File: src/rtl/lm_sm_sequencer.sv
// rtl/lm_sm_sequencer.sv - LM/SM micro-op sequencer for the ID-RF stage
module lm_sm_sequencer #(
    parameter int DATA_W = 16,
    parameter int MASK_W = 8
) (
    input  logic              clock,
    input  logic              reset,
    input  logic              start,
    input  logic              is_store,
    input  logic [DATA_W-1:0] base_addr,
    input  logic [MASK_W-1:0] reg_mask,
    input  logic              hold_in,
    input  logic              flush,
    output logic              busy,
    output logic              stall,
    output logic              uop_valid,
    output logic              uop_store,
    output logic [2:0]        uop_reg,
    output logic [DATA_W-1:0] uop_addr,
    output logic              uop_last
);

    typedef enum logic {IDLE, RUN} state_t;

    state_t            state, state_nx;
    logic [MASK_W-1:0] rem_mask, rem_mask_nx, rem_clr;
    logic [DATA_W-1:0] cur_addr, cur_addr_nx;
    logic              st_r, st_r_nx;
    logic [2:0]        low_idx;

    always_ff @(posedge clock or posedge reset) begin
        if (reset) begin
            state    <= IDLE;
            rem_mask <= '0;
            cur_addr <= '0;
            st_r     <= 1'b0;
        end else begin
            state    <= state_nx;
            rem_mask <= rem_mask_nx;
            cur_addr <= cur_addr_nx;
            st_r     <= st_r_nx;
        end
    end

    // Descending scan so the lowest set bit wins (R0 issued first)
    always_comb begin
        low_idx = '0;
        for (int i = MASK_W - 1; i >= 0; i--) begin
            if (rem_mask[i]) low_idx = 3'(i);
        end
        rem_clr = rem_mask & (rem_mask - MASK_W'(1));
    end

    always_comb begin
        state_nx    = state;
        rem_mask_nx = rem_mask;
        cur_addr_nx = cur_addr;
        st_r_nx     = st_r;
        stall       = 1'b0;
        uop_valid   = 1'b0;
        uop_last    = 1'b0;
        case (state)
            IDLE: begin
                if (flush) begin
                    rem_mask_nx = '0;
                end else if (start && (reg_mask != '0)) begin
                    // Instruction stays in IF/ID until the sequencer takes it
                    stall = 1'b1;
                    if (!hold_in) begin
                        state_nx    = RUN;
                        rem_mask_nx = reg_mask;
                        cur_addr_nx = base_addr;
                        st_r_nx     = is_store;
                    end
                end
            end
            RUN: begin
                if (flush) begin
                    state_nx    = IDLE;
                    rem_mask_nx = '0;
                end else if (hold_in) begin
                    stall = 1'b1;
                end else begin
                    uop_valid   = 1'b1;
                    uop_last    = (rem_clr == '0);
                    stall       = ~uop_last;
                    rem_mask_nx = rem_clr;
                    cur_addr_nx = cur_addr + DATA_W'(1);
                    if (uop_last) state_nx = IDLE;
                end
            end
            default: state_nx = IDLE;
        endcase
    end

    assign busy      = (state == RUN);
    assign uop_store = uop_valid & st_r;
    assign uop_reg   = uop_valid ? low_idx : 3'd0;
    assign uop_addr  = uop_valid ? cur_addr : '0;

endmodule

File: config.mk
export PLATFORM = sky130hd
export DESIGN_NAME = lm_sm_sequencer
export DESIGN_NICKNAME = d
export VERILOG_FILES = /design/src/rtl/lm_sm_sequencer.sv
export SDC_FILE = /design/constraint.sdc
export NUM_CORES = 1
export LEC_CHECK = 0
export CORE_ASPECT_RATIO = 1.5
export CORE_MARGIN = 3
export CORE_UTILIZATION = 54
export CTS_BUF_LIST = sky130_fd_sc_hd__clkbuf_4
export DETAILED_ROUTE_END_ITERATION = 6
export PLACE_DENSITY = 0.88
export SLEW_MARGIN = 20
export SYNTH_ARGS = -nofsm -noshare
export SYNTH_HDL_FRONTEND = slang
export SYNTH_SLANG_ARGS = --single-unit
File: constraint.sdc
create_clock -name clock -period 2.85 [get_ports clock]
set_clock_uncertainty 0.1 [all_clocks]
set_input_delay 0.285 -clock clock [delete_from_list [all_inputs] [get_ports clock]]
set_output_delay 0.285 -clock clock [all_outputs]
set_load 0.01 [all_outputs]
# Word level (Yosys, flattened, before mapping)

Cells that the tools add are included.

Flip-flop bits (word level): 26
Bits of input ports: 30
Output and inout port bits: 24

$add $sub $neg: 2
Eq/ne operators: 8
Muxes and demuxes: 39
Bitwise operators: 6
Reductions and logical operators: 6

Operators with widths:

| operator                                                           | number |
|---|---|
| 16-bit two-way mux                                                 | 6 |
| 8-bit two-way mux                                                  | 5 |
| 16-bit one-hot mux with 2 select lines                             | 1 |
| 3-bit two-way mux                                                  | 9 |
| 16-bit by 1-bit adder with 16-bit output, second input constant    | 1 |
| 8-bit one-hot mux with 2 select lines                              | 1 |
| 1-bit two-way mux                                                  | 15 |
| 2-bit inequality test, second input constant                       | 5 |
| 3-bit inequality test, second input constant                       | 3 |
| 8-bit bitwise AND                                                  | 1 |
| 8-bit logical NOT                                                  | 1 |
| 8-bit nonzero test                                                 | 1 |
| 8-bit by 1-bit subtractor with 8-bit output, second input constant | 1 |
| 5-bit AND reduction                                                | 1 |
| 1-bit NOT                                                          | 4 |
| 1-bit one-hot mux with 2 select lines                              | 2 |
| 4-bit AND reduction                                                | 1 |
| 3-bit AND reduction                                                | 1 |
| 1-bit bitwise AND                                                  | 1 |
| 1-bit logical AND                                                  | 1 |

# Depth between registers and ports, before layout

Word-level depth: 9
Gate-level depth with buffers: 6

# Least setup slack after synthesis

OpenSTA, ideal clock, no wires.

Path type: register -> output
From: register state, in the netlist busy
To: output port uop_reg[0]
Data arrival time: 1.719 ns
Required time: 2.465 ns
Setup slack: 0.746 ns
Cell stages (with the launch flop): 5
Cell sequence: dfrtp_1 > buf_2 > clkinv_1 > clkbuf_1 > a2111oi_0

Longest elaborated chain between the ends: 2

RTL lines:

| what                   | RTL line | text |
|---|---|---|
| start, declared        | 25       | `state_t state, state_nx;` |
| start signal, assigned | 38       | `state <= state_nx;` |
| 1-bit two-way mux      | 62       | `case (state)` |
| 3-bit two-way mux      | 98       | `assign uop_reg = uop_valid ? low_idx : 3'd0;` |
| end, declared          | 18       | `output logic [2:0] uop_reg,` |

No other way between the ends.

# Worst setup path in the final report

From: register rem_mask[2]
To: output port uop_last

Longest elaborated chain between the ends: 6

RTL lines:

| what                                        | RTL line | text |
|---|---|---|
| start, declared                             | 26       | `logic [MASK_W-1:0] rem_mask, rem_mask_nx, rem_clr;` |
| start signal, assigned                      | 39       | `rem_mask <= rem_mask_nx;` |
| 8-bit by 1-bit subtractor with 8-bit output | 51       | `rem_clr = rem_mask & (rem_mask - MASK_W'(1));` |
| 8-bit bitwise AND (*)                       | 51       |  |
| 8-bit logical NOT (*)                       | 85       | `uop_last = (rem_clr == '0);` |
| 1-bit two-way mux (*)                       | 81       | `end else if (hold_in) begin` |
| 1-bit two-way mux (*)                       | 78       | `if (flush) begin` |
| 1-bit two-way mux (*)                       | 62       |  |
| end, declared                               | 20       | `output logic uop_last` |

Mark *: on every way between the ends. The rest lies on a longest branch, timed or not.

==> results.yml <==
setup_path:
  critPathCapture: "uop_last"
  rrSetupSlack_ns: 0.73
  critPathKind: "reg -> out"
  cp-startpoint: "rem_mask[2]$_DFFE_PP0P_"
  r2r_start: "busy$_DFF_PP0_"
  required_ns: 2.47
  rr_worst_depth: 5
  critPathMaxFanout: 6
  critPathLaunchType: "register"
  endpoint_kind: "output port"
  r2r-end: "rem_mask[2]$_DFFE_PP0P_"
  cp.arrival_ns: 2.39
power:
  vdd_drop_max_mv: 0.433
  p_per_area_nw_per_um2: 408
  total_power_w: 0.00107
  power.leakage_nw: 1.01
global_route:
  grt-busiest-layer: "met2"
  grt_max_degree: 28
  grt_pass1_wl_mm: 9.67
  grtUsageMet1_pct: 31.6
  use_met2_pct: 47.9
  met3_usage_pct: 3.72
  grt_pass1_vias: 2085
  grt.total_usage_pct: 27.0
  antenna_found_initial: 0
  grt_overflow: 0
sta:
  finalWorstPathRequiredPeriod_ns: 2.78
  setup-violations-final: 0
  tns_ns: 0
  worst_hold_slack_ns: 0.183
  worst_slew_margin_rel_pct: 65.4
  drv_slew: 0
  worst_pin_slew_ns: 0.514
  hold_violations: 0
  max_freq_mhz: 360
  fin_crit_sh_pct: 97.4
  setup_slack_ns: 0.0743
run_status:
  status: "finished clean"
final_layout:
  n_antenna_cell: 0
  stdcell_count: 334
  fillerInstances: 278
  drive_gt1_share_pct: 12.0
  area_growth_pct: 33.7
  num-nets-final: 324
synthesis:
  yosysSeqAreaShare_pct: 33.1
  yosysTopAreaCell: "dfrtp_1"
  synth_top_family_by_area: "compound AO/OA/AOI/OAI gates"
  ys_ff_latch: 26
  ys.flop_type: "dfrtp_1"
  syn_nets: 264
  yosys-mux-area-fraction_pct: 3.95
  ys_types: 63
  synth_compound_area_share_pct: 28.1
  synth_xor_area_share_pct: 0
  synthAdderAreaFrac_pct: 1.15
  yosys_warnings: 0
  ys_top_cells_by_area: "dfrtp_1, nor3_1, nand2_1, o21ai_0, and2_1"
  syn_area_um2: 1960
  syn_area_per_cell_um2: 8.43
  yosysMostFrequentCell: "dfrtp_1"
  synth_top_area_share_pct: 33.1
  async_reset_ff_share_pct: 100
  synth_edf_count: 0
  synth_common_cells: "dfrtp_1, nand2_1, nor3_1"
  synth-simple-area-share_pct: 27.1
  syn_inst: 233
floorplanning:
  io_pins: 54
  num_rows: 26
  start_util_pct: 57.0
  die_h_um: 79.9
  die_area_um2: 4410
  core_um2: 3450
  die_w_um: 55.2
drt:
  wl_per_cell_um: 17.8
  wl_mm: 5.93
  ant_nets: 0
  routed_via_density: 6.46
  drtIter0Drc: 105
  firstDrtPassIters: 4
  via_count: 2157
  route.detailed.drc: 0
clock_tree:
  cts_tree: "done"
  clk_pin_slew_ns: 0.15
  clock_path_buffers: 2
  cts.sinks: 26
  cts.htree.levels: 1
  clk_latency_ns: 0.33
  cts_buffers: 3
  cts-root-buf: "clkbuf_4"
placed_design:
  place_ws_ns: 0.381
  dp_cells: 328
  io_buffers: 53
  dp_hpwl_mm: 4.27
  place_congestion: 0.882
run:
  timing.max_cap.violations: 0
min_path:
  hold_class: "in -> async"
==> state kept, by name, indices dropped and copies added, names as in the netlist <==
name,flops
busy,1
st_r,1
cur_addr,16
rem_mask,8
==> how the worst min path moves through the flow <==
stage                startpoint                 endpoint  slack [ns]  cells past startpoint
3_3_place_gp   st_r$_DFFE_PP0P_         st_r$_DFFE_PP0P_        0.36                      2
5_1_grt                   reset         st_r$_DFFE_PP0P_        0.20                      3
6_report                  reset         st_r$_DFFE_PP0P_        0.18                      3
4_1_cts                   reset  rem_mask[6]$_DFFE_PP0P_        0.19                      3
3_5_place_dp   st_r$_DFFE_PP0P_         st_r$_DFFE_PP0P_        0.37                      2
2_1_floorplan             reset           busy$_DFF_PP0_        0.23                      1
==> area by class of cell <==
cell class / instances / area [um^2] / area share [%]
Clock buffer: 3 / 22.5 / 0.858
Timing Repair Buffer: 69 / 651 / 24.8
Sequential cell: 26 / 654 / 24.9
Multi-Input combinational cell: 179 / 1190 / 45.3
Clock inverter: 1 / 3.75 / 0.143
Tap cell: 42 / 52.6 / 2.00
Inverter: 14 / 52.6 / 2.00
==> per-stage QoR <==
step / util (%) / instance area, um^2
after floorplan: - / 1960
after global placement: 74.7 / 2580
final: 76.2 / 2630
after CTS: 75.6 / 2610
after detailed placement: 74.7 / 2580
after global routing: 76.2 / 2630
==> worst max-delay path, stage by stage (launching register included) <==
cell and delay, ns:
dfrtp_2 0.47, maj3_1 0.40, o31a_1 0.26, a211oi_2 0.24, nor2b_1 0.16, clkdlybuf4s50_1 0.53
==> logic make-up (layout without fill, tap and decap cells) <==
logic type,Yosys count,count (layout)
AOI/OAI and AO/OA,75,75
adders and majority gates,2,2
buffers and inverters,28,87
DFF,26,26
muxes,7,7
and+or+nand+nor,95,95
==> power by group <==
part	switching, W	total, W	internal, W
combinational	0.000197	0.000382	0.000185
sequential	0.0000876	0.000522	0.000435
clock	0.000115	0.000166	0.0000515
total	0.000399	0.00107	0.000671
==> placed cells by master (no fill, tap or decap), drive strengths merged, types with 4 or more instances in the layout <==
| cell | count |
|---|---|
| buf | 16 |
| nor2b | 6 |
| and2 | 9 |
| and3 | 4 |
| mux2i | 4 |
| nand2 | 17 |
| nor3 | 15 |
| a21oi | 10 |
| a211oi | 4 |
| o211ai | 6 |
| o21ai | 14 |
| nand3 | 7 |
| a22oi | 7 |
| inv | 13 |
| clkdlybuf4s50 | 53 |
| nand4 | 4 |
| nor4 | 4 |
| nor2 | 12 |
| dfrtp | 26 |
| o31ai | 6 |
==> layer usage <==
layer | share of wire, % | wire [um] | vias up
met4 | 4.1 | 246 | 0
li1 | - | - | 1005
met2 | 52 | 3060 | 95
met3 | 4.5 | 267 | 22
met5 | 0 | 0 | -
met1 | 40 | 2360 | 1035
==> what timing repair did <==
action                                 CTS  global route
hold buffers                             0             0
setup endpoints to repair                1             1
resized for setup                        1             3
pin swaps                                0             0
buffers inserted                         0             2
endpoints found under the hold margin    0             0
No activity file was read; power rests on OpenSTA's default activity.
